$ cat config.mk
export PLATFORM = sky130hd
export DESIGN_NAME = nes_test_pattern_gen_flat
export DESIGN_NICKNAME = d
export VERILOG_FILES = /design/src/rtl/nes_test_pattern_gen_if.sv /design/src/rtl/nes_test_pattern_gen.sv /design/src/flat_wrapper.sv
export SDC_FILE = /design/constraint.sdc
export NUM_CORES = 1
export LEC_CHECK = 0
export ABC_AREA = 1
export BUFFER_PORTS_ARGS = -buffer_cell sky130_fd_sc_hd__buf_2
export CORE_ASPECT_RATIO = 1.5
export CORE_MARGIN = 2
export CORE_UTILIZATION = 65
export CTS_BUF_LIST = sky130_fd_sc_hd__clkbuf_8
export DETAILED_ROUTE_END_ITERATION = 8
export GPL_TIMING_DRIVEN = 0
export PLACE_DENSITY = 0.95
export SLEW_MARGIN = 20
export SYNTH_ARGS = -nofsm -noshare
export SYNTH_HDL_FRONTEND = slang
export SYNTH_SLANG_ARGS = --single-unit
$ cat constraint.sdc
create_clock -name ppu_clk -period 9.1 [get_ports ppu_clk]
set_input_delay 1.82 -clock ppu_clk [delete_from_list [all_inputs] [get_ports ppu_clk]]
set_output_delay 1.82 -clock ppu_clk [all_outputs]
set_load 0.02 [all_outputs]
$ cat src/rtl/nes_test_pattern_gen_if.sv
// Pixel-stream and control bundle between the NES test-pattern source and the vga_fb PPU write port.
// master = pattern generator, slave = frame buffer / controlling logic.
interface nes_test_pattern_gen_if;
    logic [1:0] mode;
    logic [5:0] solid_col;
    logic       cont;
    logic       start;
    logic       fb_ready;
    logic       ppu_we;
    logic [7:0] ppu_ptr_x;
    logic [7:0] ppu_ptr_y;
    logic [5:0] ppu_DI;
    logic       busy;
    logic       frame_done;
    logic [7:0] grid_center;

    modport master (
        input  mode, solid_col, cont, start, fb_ready,
        output ppu_we, ppu_ptr_x, ppu_ptr_y, ppu_DI, busy, frame_done, grid_center
    );

    modport slave (
        output mode, solid_col, cont, start, fb_ready,
        input  ppu_we, ppu_ptr_x, ppu_ptr_y, ppu_DI, busy, frame_done, grid_center
    );
endinterface

$ cat src/rtl/nes_test_pattern_gen.sv
// NES-palette test-pattern source: streams one raster frame of 6-bit palette indices over a valid/ready port.
// Optional build macro PAT_BORDER_EN forces the outermost pixel ring to 'h30 in every mode.
module nes_test_pattern_gen #(
    parameter int H_PIX    = 256,
    parameter int V_PIX    = 240,
    parameter int SETTLE   = 256,
    parameter int MOVE_DIV = 1200000
) (
    input  logic                  ppu_clk,
    input  logic                  rst,
    nes_test_pattern_gen_if.master pg
);

    localparam int              SW          = (SETTLE > 1) ? $clog2(SETTLE) : 1;
    localparam int              MW          = $clog2(MOVE_DIV);
    localparam logic [SW-1:0]   SETTLE_LAST = SW'(SETTLE - 1);
    localparam logic [MW-1:0]   MOVE_LAST   = MW'(MOVE_DIV - 1);
    localparam logic [7:0]      X_LAST      = 8'(H_PIX - 1);
    localparam logic [7:0]      Y_LAST      = 8'(V_PIX - 1);
    localparam logic [31:0]     H_PIX_W     = 32'(H_PIX);
    localparam logic [5:0]      BAR_COL [8] = '{6'h30, 6'h28, 6'h2C, 6'h2A,
                                                6'h24, 6'h16, 6'h12, 6'h0F};

    typedef enum logic [1:0] {S_SETTLE, S_IDLE, S_DRAW, S_DONE} state_t;

    state_t        state;
    state_t        state_nxt;
    logic [SW-1:0] settle_cnt;
    logic [MW-1:0] move_cnt;
    logic [7:0]    grid_center;

    logic [1:0]    mode_f;
    logic [5:0]    sc_f;
    logic [7:0]    gc_f;

    logic [7:0]    x_p0;
    logic [7:0]    y_p0;
    logic [5:0]    di_p0;
    logic [7:0]    x_nxt;
    logic [7:0]    y_nxt;

    logic          last_px;
    logic          xfer;
    logic          frame_start;

    function automatic logic [5:0] pat_colour(
        input logic [1:0] md,
        input logic [5:0] sc,
        input logic [7:0] gc,
        input logic [7:0] px,
        input logic [7:0] py
    );
        logic [2:0] bar_idx;
        logic [5:0] c;
        bar_idx = 3'((32'(px) * 32'd8) / H_PIX_W);
        unique case (md)
            2'd0: begin
                if (px < gc) c = (py < gc) ? 6'h27 : 6'h14;
                else         c = (py < gc) ? 6'h01 : 6'h2b;
            end
            2'd1:    c = BAR_COL[bar_idx];
            2'd2:    c = (px[3] ^ py[3]) ? 6'h30 : 6'h0F;
            default: c = sc;
        endcase
`ifdef PAT_BORDER_EN
        if (px == 8'd0 || px == X_LAST || py == 8'd0 || py == Y_LAST) c = 6'h30;
`endif
        return c;
    endfunction

    assign last_px     = (x_p0 == X_LAST) && (y_p0 == Y_LAST);
    assign xfer        = (state == S_DRAW) && pg.fb_ready;
    assign frame_start = (state_nxt == S_DRAW) && (state != S_DRAW);

    always_ff @(posedge ppu_clk) begin
        if (!rst) state <= S_SETTLE;
        else      state <= state_nxt;
    end

    always_comb begin
        state_nxt = state;
        unique case (state)
            S_SETTLE: if (settle_cnt == SETTLE_LAST) state_nxt = S_IDLE;
            S_IDLE:   if (pg.start || pg.cont) state_nxt = S_DRAW;
            S_DRAW:   if (xfer && last_px) state_nxt = S_DONE;
            S_DONE:   state_nxt = pg.cont ? S_DRAW : S_IDLE;
            default:  state_nxt = S_SETTLE;
        endcase
    end

    // Valid is simply "in DRAW": the pixel registers always hold a pending pixel there.
    always_comb begin
        pg.ppu_we     = (state == S_DRAW);
        pg.busy       = (state == S_DRAW);
        pg.frame_done = (state == S_DONE);
    end

    always_ff @(posedge ppu_clk) begin
        if (!rst) begin
            settle_cnt <= '0;
        end else if (state == S_SETTLE && settle_cnt != SETTLE_LAST) begin
            settle_cnt <= settle_cnt + SW'(1);
        end
    end

    always_ff @(posedge ppu_clk) begin
        if (!rst) begin
            move_cnt    <= '0;
            grid_center <= 8'd0;
        end else if (state != S_SETTLE) begin
            if (move_cnt == MOVE_LAST) begin
                move_cnt    <= '0;
                grid_center <= grid_center + 8'd1;
            end else begin
                move_cnt <= move_cnt + MW'(1);
            end
        end
    end

    // Frame-constant pattern settings; only meaningful while a frame is drawn.
    always_ff @(posedge ppu_clk) begin
        if (frame_start) begin
            mode_f <= pg.mode;
            sc_f   <= pg.solid_col;
            gc_f   <= grid_center;
        end
    end

    always_comb begin
        x_nxt = x_p0 + 8'd1;
        y_nxt = y_p0;
        if (x_p0 == X_LAST) begin
            x_nxt = 8'd0;
            y_nxt = y_p0 + 8'd1;
        end
    end

    // Stage p0: pointers and colour update together so they never disagree.
    always_ff @(posedge ppu_clk) begin
        if (!rst) begin
            x_p0  <= 8'd0;
            y_p0  <= 8'd0;
            di_p0 <= 6'd0;
        end else if (frame_start) begin
            x_p0  <= 8'd0;
            y_p0  <= 8'd0;
            di_p0 <= pat_colour(pg.mode, pg.solid_col, grid_center, 8'd0, 8'd0);
        end else if (xfer && !last_px) begin
            x_p0  <= x_nxt;
            y_p0  <= y_nxt;
            di_p0 <= pat_colour(mode_f, sc_f, gc_f, x_nxt, y_nxt);
        end
    end

    assign pg.ppu_ptr_x   = x_p0;
    assign pg.ppu_ptr_y   = y_p0;
    assign pg.ppu_DI      = di_p0;
    assign pg.grid_center = grid_center;

endmodule

$ cat src/flat_wrapper.sv
// flat-port wrapper written by rule: the top's interface ports become plain ports
module nes_test_pattern_gen_flat 
#(
    parameter int H_PIX    = 256,
    parameter int V_PIX    = 240,
    parameter int SETTLE   = 256,
    parameter int MOVE_DIV = 1200000
)
  (ppu_clk, rst, pg_mode, pg_solid_col, pg_cont, pg_start, pg_fb_ready, pg_ppu_we, pg_ppu_ptr_x, pg_ppu_ptr_y, pg_ppu_DI, pg_busy, pg_frame_done, pg_grid_center);
  nes_test_pattern_gen_if pg_i ();
  input  logic ppu_clk;
  input  logic rst;
  input wire logic [$bits(pg_i.mode)-1:0] pg_mode;
  input wire logic [$bits(pg_i.solid_col)-1:0] pg_solid_col;
  input wire logic [$bits(pg_i.cont)-1:0] pg_cont;
  input wire logic [$bits(pg_i.start)-1:0] pg_start;
  input wire logic [$bits(pg_i.fb_ready)-1:0] pg_fb_ready;
  output wire logic [$bits(pg_i.ppu_we)-1:0] pg_ppu_we;
  output wire logic [$bits(pg_i.ppu_ptr_x)-1:0] pg_ppu_ptr_x;
  output wire logic [$bits(pg_i.ppu_ptr_y)-1:0] pg_ppu_ptr_y;
  output wire logic [$bits(pg_i.ppu_DI)-1:0] pg_ppu_DI;
  output wire logic [$bits(pg_i.busy)-1:0] pg_busy;
  output wire logic [$bits(pg_i.frame_done)-1:0] pg_frame_done;
  output wire logic [$bits(pg_i.grid_center)-1:0] pg_grid_center;
  assign pg_i.mode = pg_mode;
  assign pg_i.solid_col = pg_solid_col;
  assign pg_i.cont = pg_cont;
  assign pg_i.start = pg_start;
  assign pg_i.fb_ready = pg_fb_ready;
  assign pg_ppu_we = pg_i.ppu_we;
  assign pg_ppu_ptr_x = pg_i.ppu_ptr_x;
  assign pg_ppu_ptr_y = pg_i.ppu_ptr_y;
  assign pg_ppu_DI = pg_i.ppu_DI;
  assign pg_busy = pg_i.busy;
  assign pg_frame_done = pg_i.frame_done;
  assign pg_grid_center = pg_i.grid_center;
  nes_test_pattern_gen #(.H_PIX(H_PIX), .V_PIX(V_PIX), .SETTLE(SETTLE), .MOVE_DIV(MOVE_DIV)) u_core (.ppu_clk(ppu_clk), .rst(rst), .pg(pg_i));
endmodule
# Word level (Yosys, flattened, before mapping)
# Memory sizes are Yosys's and may differ from the RTL's.
# Cells that the tools add are included.
dict set report classes {
  eq_ne 14
  n_bitwise 3
  order_cmp 4
  reduce_logical 15
  n_addsub 5
  mux 19
}
# op n
set op_table {}
lappend op_table {{two-way mux 6 bit} 8}
lappend op_table {{one-hot mux 6 bit (3 select lines)} 2}
lappend op_table {{adder 8 x 1 -> 8 bit (second input constant)} 4}
lappend op_table {{== test 8 bit (second input constant)} 3}
lappend op_table {{adder 21 x 1 -> 21 bit (second input constant)} 1}
lappend op_table {{== test 21 bit (second input constant)} 1}
lappend op_table {{two-way mux 21 bit} 1}
lappend op_table {{< comparator 8 bit} 2}
lappend op_table {{two-way mux 8 bit} 2}
lappend op_table {{== test 2 bit (second input constant)} 5}
lappend op_table {{< comparator 1 x 8 -> 1 bit (first input constant)} 1}
lappend op_table {{two-way mux 2 bit} 4}
lappend op_table {{!= test 8 bit (second input constant)} 1}
lappend op_table {{one-hot mux 2 bit (4 select lines)} 1}
lappend op_table {{== test 2 x 1 -> 1 bit (second input constant)} 3}
lappend op_table {{logical AND 1 bit} 6}
lappend op_table {{logical NOT 2 bit} 3}
lappend op_table {{>= comparator 4 bit (second input constant)} 1}
lappend op_table {{two-way mux 4 bit} 1}
lappend op_table {{inverter 3 -> 4 bit} 1}
lappend op_table {{nonzero test 2 bit} 2}
lappend op_table {{!= test 2 bit (second input constant)} 1}
lappend op_table {{AND reduction 2 bit} 1}
lappend op_table {{OR reduction 2 bit} 1}
lappend op_table {{other kinds (4)} 4}
dict set report word_totals {
  input_bits 13
  word_cells 71
  mem_bits_ro 48
  mem_count 1
  output_inout_bits 33
  register_bits 77
}
# name words word_bits read_ports rd_clocked_by_memory_dff wr line_no
set memory_table {}
lappend memory_table {{(no name shown)} 8 6 1 0 0 nes_test_pattern_gen.sv:61} ;# 2'd1: c = BAR_COL[bar_idx];

# Longest topological paths before layout
# Gate-level depths: netlist (run 1).
dict set report depth {
  ltp_word 9
  ltp_mapped 19
  depth_no_buf 19
}

# Worst setup path before layout (run 1)
# No wires, ideal clock.
dict set report synth_timing {
  path_type {flip-flop to flip-flop}
  start {reg u_core.x_p0[0], in the netlist u_core.pg.ppu_ptr_x[0]}
  end {reg u_core.di_p0[5], in the netlist u_core.pg.ppu_DI[5]}
  stages_incl_launch_ff 20
  path_buffers 0
  t_required_ps 8968
  synth_period_minus_slack_ps 3037
  path_slack_ps 6063
  setup_time_ps 132
  arrival_ps 2904
  path_cell_list {dfxtp_1 ha_1 nand2_1 nor2_2 nand2_4 clkinv_2 nand4_1 nor2_1 xor2_1 inv_1 ha_1 nand2_1 nor2_1 a211oi_1 nand2_1 ha_1 nand2_1 nand2_1 o21ai_0 a21oi_1}
}
dict set report synth_via {
  elab_cells_between_ends 27
  cone_classes {add/sub: 1; order compare: 2; eq/ne: 2; mux: 13; bitwise: 2; reduce/logical: 6; memory: 1}
}
# item line_no
set synth_lines {}
lappend synth_lines {{start: declaration} nes_test_pattern_gen.sv:36} ;# logic [7:0] x_p0;
lappend synth_lines {{start signal: assignment} nes_test_pattern_gen.sv:149} ;# x_p0 <= x_nxt;
lappend synth_lines {{== test 8 bit (*)} nes_test_pattern_gen.sv:132} ;# if (x_p0 == X_LAST) begin
lappend synth_lines {{two-way mux 8 bit (*)} nes_test_pattern_gen.sv:132}
lappend synth_lines {{named net u_core.y_nxt[7]} nes_test_pattern_gen.sv:40} ;# logic [7:0] y_nxt;
lappend synth_lines {{< comparator 8 bit (*)} {nes_test_pattern_gen.sv:58, nes_test_pattern_gen.sv:59}}
lappend synth_lines {{two-way mux 6 bit, on equally long branches} {nes_test_pattern_gen.sv:59, nes_test_pattern_gen.sv:58}}
lappend synth_lines {{two-way mux 6 bit (*)} nes_test_pattern_gen.sv:58} ;# if (px < gc) c = (py < gc) ? 6'h27 : 6'h14;
lappend synth_lines {{one-hot mux 6 bit (3 select lines) (*)} nes_test_pattern_gen.sv:56} ;# unique case (md)
lappend synth_lines {{two-way mux 6 bit (*)} nes_test_pattern_gen.sv:148} ;# end else if (xfer && !last_px) begin
lappend synth_lines {{two-way mux 6 bit (*)} nes_test_pattern_gen.sv:144} ;# end else if (frame_start) begin
lappend synth_lines {{end signal: assignment} nes_test_pattern_gen.sv:147} ;# di_p0 <= pat_colour(pg.mode, pg.solid_col, grid_center, 8'd0, 8'd0);
lappend synth_lines {{end signal: assignment} nes_test_pattern_gen.sv:151} ;# di_p0 <= pat_colour(mode_f, sc_f, gc_f, x_nxt, y_nxt);
lappend synth_lines {{end: declaration} nes_test_pattern_gen.sv:38} ;# logic [5:0] di_p0;
# Mark *: on every way through the listed nets, which the timed path passes. The rest lies on a longest branch. The select of a mux whose other input is x is not followed.
# A chain may end at the register's enable or synchronous reset.

# Final worst setup path (run 1)
# Ends and elaborated chain as after synthesis.

==> impl_summary.txt, run 1 <==
----------------------------------------------------
[Place]
  Count of input and output buffers ... 45
  Placer's final routability congestion estimate ... 0.947
  Sum of net half-perimeters after detailed placement ... 7.95 mm
  # placed instances ... 712
  Place WS ... 5690 ps

[Floorplan]
  Floorplan die area ... 7470 um2
  Initial core utilization ... 67.5%
  Horiz. Die Dim ... 71.2 um
  Die height ... 105 um
  Core box area ... 6530 um2
  Top-Level Pins ... 46
  Number of rows created at floorplan ... 36

[Worst setup path]
  Critical Path, Cell by Cell ... ha_1 > nand2_1 > nor2_2 > nand2_4 > clkinv_2 > nand4_1 > nor2_1 > xor2_1 > inv_1 > ha_1 > nand2_1 > nor2_1 > a211oi_1 > nand2_1 > ha_1 > nand2_1 > nand2_1 > o21ai_0 > a21oi_1
  Critical path class ... reg -> reg
  CP Capture Type ... register
  Destination of the worst register-to-register timing path ... u_core.pg.ppu_DI[5]
  Startpoint Class ... register
  Depth of the most critical reg-to-reg path ... 19
  Worst endpoint data arrival time ... 3720 ps
  Worst-case register-to-register setup slack ... 5620 ps
  Worst path slowest cell ... sky130_fd_sc_hd__dfxtp_1
  Req. time, crit path ... 9340 ps
  Cell occurring most often along the worst timing path ... sky130_fd_sc_hd__nand2_1
  Crit-path max FO ... 10
  Critical Path Max Stage Delay ... 400 ps
  Source of the worst register-to-register timing path ... u_core.pg.ppu_ptr_x[0]

[STA]
  Worst-Margin Slew ... 592 ps
  Clock period minus worst slack ... 3480 ps
  Count of final hold-check violations ... 0
  Setup repair after global routing missed its margin ... false
  Worst path setup slack after routing ... 5620 ps
  Max transition margin ... 60.1%
  Final critical-path share of the clock period ... 38.2%
  Fmax ... 288 MHz
  Pins Over Slew Limit ... 0
  Setup TNS ... 0 ps
  Count of final setup violators ... 0
  Skew final ... 10.0 ps

[Logic synthesis]
  Mapped cell area ... 4410 um2
  Synth top area cells ... sky130_fd_sc_hd__dfxtp_1 28%, sky130_fd_sc_hd__edfxtp_1 11%, sky130_fd_sc_hd__nand2_1 10%
  Syn nets ... 631
  Post-synthesis cell type with the largest combined area ... sky130_fd_sc_hd__dfxtp_1
  Number of distinct library cells after synthesis ... 43
  Count of flip-flops with a built-in enable after synthesis ... 16
  Warning count from the yosys run ... 0
  Fraction of registers with async set/reset ... 0%
  Main flop type after synthesis ... sky130_fd_sc_hd__dfxtp_1
  Post-Synthesis Mean Instance Area ... 7.46 um2
  Share of Yosys cell area claimed by the top area cell type ... 27.7%
  Number of flip-flops and latches in the synthesized netlist ... 77
  Sequential area share after synthesis ... 38.6%
  Count of mapped cells out of synthesis ... 591

[CTS]
  CTS hold repair buffers ... 0
  Number of setup buffers added after CTS ... 0
  Clock insertion delay at the later pin of the skew report ... 370 ps
  CTS resizes ... 0
  Count of clock tree sinks ... 77
  Clock input transition at the sequential cells of the worst setup and hold paths ... 90 ps
  CTS tree ... yes
  Number of H-tree levels ... 3
  Number of CTS-inserted buffers ... 9
  Master cell of the clock root buffer ... sky130_fd_sc_hd__clkbuf_8
  CTS Buffer Depth ... 2

[Detailed routing]
  First-pass iteration count of the detailed router ... 5
  Drc violations ... 0
  Drt wl/cell ... 14.7 um
  Antenna-violating nets left ... 0
  Routed wire length ... 10.7 mm
  DR vias/cell ... 5.79
  Vias after detailed routing ... 4216
  Violation count after the first detailed-routing iteration ... 246

[Final layout]
  Area growth, synth to finish ... 11.8%
  Most common cell after layout, fill and taps aside ... sky130_fd_sc_hd__nand2_1
  Combined flip-flop and latch cell area ... 1700 um2
  Antenna diode count ... 0
  Share of post-route cells with drive strength above 1 ... 16.9%
  # nets final ... 687
  Highest-count cells in the layout ignoring fill and taps ... 122 x sky130_fd_sc_hd__nand2_1, 71 x sky130_fd_sc_hd__inv_1, 71 x sky130_fd_sc_hd__nor2_1, 61 x sky130_fd_sc_hd__dfxtp_1, 50 x sky130_fd_sc_hd__buf_2
  Fill cell instance count of the final layout ... 433
  Post-layout instance count excluding filler cells ... 728
  Total area of multi-input combinational cells ... 2340 um2

[Global routing]
  GRT Resource Usage Total ... 30.5%
  Number of antenna violations at the first check in global routing ... 0
  Number of global-route vias before repair ... 4271
  Largest net degree at the start of global routing ... 21
  Global-route wire length before repair ... 18.2 mm
  Total grt overflow ... 0

[Pwr]
  Clock power share ... 42.3%
  Combinational share of power ... 2.3%
  Switching Share ... 23.7%
  Standby leakage power ... 2.17 nW
  Switching power ... 0.149 mW
  Sequential power share ... 55.4%
  Int Power ... 0.481 mW
  Power per Cell Area ... 128 nW/um2
  IR drop worst, VDD ... 0.103 mV

[Run status]
  Run status ... completed

[Min path]
  Class of the tightest hold or removal check ... reg -> reg
  Launch point of the worst hold path ... u_core.pg.grid_center[3]
  Number of cells on the worst hold path ... 0
  Endpoint with the worst hold slack ... u_core.gc_f[3]

[Run]
  Max-cap check violation count ... 0

----------------------------------------------------
## cells by family (layout without fill, tap and decap cells)
| kind of cell | count (synthesis) | after routing | synth area share (%) |
|---|---|---|---|
| and+or+nand+nor | 287 | 287 | 30.6 |
| buffers and inverters | 93 | 154 | 8.23 |
| AOI/OAI and AO/OA | 91 | 91 | 11.6 |
| DFF | 77 | 77 | 38.6 |
| adders and majority gates | 27 | 27 | 7.67 |
| xor gates and xnor gates | 16 | 16 | 3.35 |
## how the worst max path moves through the flow
stage,from,to,cells after the start
after global routing,u_core.pg.ppu_ptr_x[0],u_core.pg.ppu_DI[5],19
after global placement,pg_start,u_core.pg.ppu_ptr_y[6],8
after floorplan,u_core.pg.ppu_ptr_x[0],u_core.pg.ppu_DI[5],19
after detailed placement,u_core.pg.ppu_ptr_x[0],u_core.pg.ppu_DI[5],19
after CTS,u_core.pg.ppu_ptr_x[0],u_core.pg.ppu_DI[5],19
final,u_core.pg.ppu_ptr_x[0],u_core.pg.ppu_DI[5],19
## through the flow
stage / total power, mW / hold WS [ps] / util, % / cell area (um2)
3_3_place_gp: 0.370 / 433 / 72.4 / 4730
5_1_grt: 0.645 / 475 / 75.4 / 4920
4_1_cts: 0.629 / 466 / 75.4 / 4920
6_report: 0.629 / 468 / 75.4 / 4920
2_1_floorplan: 0.364 / 447 / - / 4410
3_5_place_dp: 0.371 / 437 / 72.4 / 4730
## per-layer routing
metal	track usage [%]	vias up	routed length (um)
met5	0	-	0
met4	23.0	0	670
met3	6.46	61	474
met2	54.5	150	5650
met1	29.5	1943	3880
li1	-	2062	-
## worst max-delay path: cells and delay by family (launching register included)
family | cells | cell delay, ps
buffers and inverters | 2 | 230
AND/OR/NAND/NOR | 10 | 1190
adder cells (fa/ha/maj) | 3 | 830
flip-flops | 1 | 400
AO/OA/AOI/OAI | 3 | 450
XOR/XNOR | 1 | 230
## Yosys cell counts (all sizes together), types with 6 or more instances
master    n
nand3    33
a21oi    48
buf       6
xnor2     8
inv      80
o21ai    27
edfxtp   16
nand2   129
dfxtp    61
nand4    14
nor3     20
ha       27
xor2      8
nor2     78
## layout make-up
type	count	area share, %
clock buffers	9	2.52
multi-input cells	421	47.6
plain buffers	10	0.965
well taps	76	1.93
clock inverters	7	1.50
flip-flops and latches	77	34.6
repair buffers	45	4.57
inverters	83	6.40
## sequential cells by signal, summed over array words and instances, names as in the netlist
signal	count
u_core.gc_f	8
u_core.mode_f	2
u_core.move_cnt	21
u_core.pg.grid_center	8
u_core.pg.ppu_DI	6
u_core.pg.ppu_ptr_x	8
u_core.pg.ppu_ptr_y	8
u_core.sc_f	6
u_core.settle_cnt	8
u_core.state	2
## power by group through the flow
stage / registers (mW) / clock network (mW) / logic (mW)
after floorplan: 0.357 / 0 / 0.00772
after global placement: 0.357 / 0 / 0.0135
after detailed placement: 0.357 / 0 / 0.0141
after CTS: 0.349 / 0.265 / 0.0142
after global routing: 0.349 / 0.280 / 0.0161
final: 0.349 / 0.266 / 0.0143
No activity file was read; power rests on OpenSTA's default activity.
==> inputs of run 2 (changes only) <==
--- a/config.mk
+++ b/config.mk
@@ -9,11 +9,11 @@
 export BUFFER_PORTS_ARGS = -buffer_cell sky130_fd_sc_hd__buf_2
 export CORE_ASPECT_RATIO = 1.5
 export CORE_MARGIN = 2
-export CORE_UTILIZATION = 65
+export CORE_UTILIZATION = 61
 export CTS_BUF_LIST = sky130_fd_sc_hd__clkbuf_8
 export DETAILED_ROUTE_END_ITERATION = 8
 export GPL_TIMING_DRIVEN = 0
-export PLACE_DENSITY = 0.95
+export PLACE_DENSITY = 0.92
 export SLEW_MARGIN = 20
 export SYNTH_ARGS = -nofsm -noshare
 export SYNTH_HDL_FRONTEND = slang
==> constraint.sdc (replaced) <==
create_clock -name ppu_clk -period 3.55 [get_ports ppu_clk]
set_input_delay 0.71 -clock ppu_clk [delete_from_list [all_inputs] [get_ports ppu_clk]]
set_output_delay 0.71 -clock ppu_clk [all_outputs]
set_load 0.02 [all_outputs]
==> run 2 against run 1 <==
Global-route usage decreased by 3.2 points. Hold slack got worse by 7.5 ps. First-iteration DRC count up 7.7%. Wire length shrank 1.5%. Die area grew 6.2%. Highest routed layer unchanged. Via count down 1.3%. Largest power group unchanged. Register-to-register slack lost 5400 ps. Clock power increased to 2.6 times the previous value. Sequential share of layout area down 0.27 points.
==> impl_summary.txt, run 2 (same netlist as run 1, synthesis figures left out) <==
----------------------------------------------------
[Global routing]
  Number of antenna violations at the first check in global routing ... 0
  Number of global-route vias before repair ... 3934
  Largest net degree at the start of global routing ... 21
  Global-route wire length before repair ... 17.1 mm
  Total grt overflow ... 0
  GRT Resource Usage Total ... 27.4%

[Detailed routing]
  Drt wl/cell ... 14.3 um
  Violation count after the first detailed-routing iteration ... 265
  Routed wire length ... 10.5 mm
  Antenna-violating nets left ... 0
  Drc violations ... 0
  First-pass iteration count of the detailed router ... 5
  Vias after detailed routing ... 4160
  DR vias/cell ... 5.68

[Run]
  Max-cap check violation count ... 0

[STA]
  Skew final ... 14.9 ps
  Setup repair after global routing missed its margin ... false
  Final critical-path share of the clock period ... 94.2%
  Count of final hold-check violations ... 0
  Worst-Margin Slew ... 531 ps
  Clock period minus worst slack ... 3350 ps
  Setup TNS ... 0 ps
  Max transition margin ... 64.6%
  Pins Over Slew Limit ... 0
  Worst hold slack ... 460 ps
  Count of final setup violators ... 0
  Fmax ... 299 MHz

[CTS]
  Master cell of the clock root buffer ... sky130_fd_sc_hd__clkbuf_8
  Clock insertion delay at the later pin of the skew report ... 360 ps
  CTS Buffer Depth ... 2
  CTS tree ... yes
  Count of clock tree sinks ... 77
  Number of CTS-inserted buffers ... 9
  Clock input transition at the sequential cells of the worst setup and hold paths ... 90 ps
  CTS hold repair buffers ... 0
  Number of H-tree levels ... 3

[Floorplan]
  Horiz. Die Dim ... 73.4 um
  Floorplan die area ... 7930 um2
  Top-Level Pins ... 46
  Die height ... 108 um
  Initial core utilization ... 61.8%
  Core box area ... 7130 um2
  Number of rows created at floorplan ... 38

[Worst setup path]
  Critical path class ... reg -> reg
  Destination of the worst register-to-register timing path ... u_core.pg.ppu_DI[5]
  Crit-path max FO ... 10
  Worst endpoint data arrival time ... 3570 ps
  CP Capture Type ... register
  First element of the critical path ... u_core.pg.ppu_ptr_x[1]
  Req. time, crit path ... 3780 ps
  Startpoint Class ... register
  Worst-case register-to-register setup slack ... 200 ps
  Source of the worst register-to-register timing path ... u_core.pg.ppu_ptr_x[1]
  Depth of the most critical reg-to-reg path ... 19

[Place]
  Count of input and output buffers ... 45
  Sum of net half-perimeters after detailed placement ... 8.01 mm
  Placer's final routability congestion estimate ... 0.973
  # placed instances ... 716

[Pwr]
  Standby leakage power ... 2.17 nW
  Power per Cell Area ... 326 nW/um2
  IR drop worst, VDD ... 0.307 mV
  Tot Pwr ... 1.62 mW

[Final layout]
  Fill cell instance count of the final layout ... 531
  Highest-count cells in the layout ignoring fill and taps ... 122 x sky130_fd_sc_hd__nand2_1, 71 x sky130_fd_sc_hd__inv_1, 70 x sky130_fd_sc_hd__nor2_1, 60 x sky130_fd_sc_hd__dfxtp_1, 50 x sky130_fd_sc_hd__buf_2
  Largest reg by FF count ... u_core.move_cnt
  Area growth, synth to finish ... 12.7%
  Finished Core Util ... 69.6%
  Largest register FFs ... 21
  # nets final ... 688
  Post-layout instance count excluding filler cells ... 733
  Most common cell after layout, fill and taps aside ... sky130_fd_sc_hd__nand2_1
  Share of post-route cells with drive strength above 1 ... 17.5%
  Antenna diode count ... 0

[Min path]
  Class of the tightest hold or removal check ... reg -> reg
  Number of cells on the worst hold path ... 0
  Launch point of the worst hold path ... u_core.pg.grid_center[3]
  Endpoint with the worst hold slack ... u_core.gc_f[3]

[Run status]
  Run status ... completed

----------------------------------------------------
-- run 2: final cells by class --
cell class / instances / area, um2 / area share [%]
buffer: 10 / 47.5 / 0.957
clock buffer: 10 / 138 / 2.77
clock inverter: 6 / 70.1 / 1.41
inverter: 83 / 315 / 6.35
multi-input combinational: 421 / 2360 / 47.5
sequential: 77 / 1700 / 34.3
tap: 80 / 100 / 2.02
timing repair buffer: 46 / 233 / 4.69
-- run 2: critical path, cell delays in order, from the launching register on --
cell and delay [ps]:
sky130_fd_sc_hd__dfxtp_1 390, sky130_fd_sc_hd__ha_1 200, sky130_fd_sc_hd__nand2_1 140, sky130_fd_sc_hd__nor2_4 140, sky130_fd_sc_hd__nand2_4 120, sky130_fd_sc_hd__clkinv_2 140, sky130_fd_sc_hd__nand4_1 180, sky130_fd_sc_hd__nor2_2 140
sky130_fd_sc_hd__xor2_1 200, sky130_fd_sc_hd__inv_1 70, sky130_fd_sc_hd__ha_1 290, sky130_fd_sc_hd__nand2_1 90, sky130_fd_sc_hd__nor2_1 50, sky130_fd_sc_hd__a211oi_1 170, sky130_fd_sc_hd__nand2_1 150, sky130_fd_sc_hd__ha_1 310
sky130_fd_sc_hd__nand2_1 90, sky130_fd_sc_hd__nand2_1 70, sky130_fd_sc_hd__o21ai_1 190, sky130_fd_sc_hd__a21oi_1 90
-- run 2: power breakdown --
group,internal (mW),switching (mW)
clock,0.347,0.338
sequential,0.892,0.00251
combinational,0.0121,0.0265
total,1.25,0.367
-- run 2: through the flow --
step,instance area [um2],setup slack (ps)
CTS,4940,48.0
detailed placement,4730,64.6
global placement,4730,139
floorplan,4410,513
finish,4970,205
global route,4970,20.5
-- run 2: worst max-delay path by stage --
stage	endpoint	slack (ps)
after CTS	u_core.pg.ppu_DI[5]	50
after global routing	u_core.pg.ppu_DI[5]	20
after floorplan	u_core.pg.ppu_DI[5]	510
after global placement	u_core.pg.ppu_DI[5]	140
after detailed placement	u_core.pg.ppu_DI[5]	60
final	u_core.pg.ppu_DI[5]	200
-- run 2: layer usage --
metal | up-vias | global-route usage (%) | wire [um] | part of all wire [%]
met5 | - | 0 | 0 | 0
met4 | 0 | 12.5 | 327 | 3.1
met3 | 30 | 5.31 | 476 | 4.5
met2 | 127 | 51.6 | 5740 | 55
met1 | 1947 | 28.2 | 3960 | 38
li1 | 2056 | - | - | -
-- run 2: timing repair --
action | CTS | global route
hold endpoints to repair | 0 | 0
endpoints found under the setup margin | 0 | 5
setup buffers | 0 | 1
resized for setup | 0 | 6
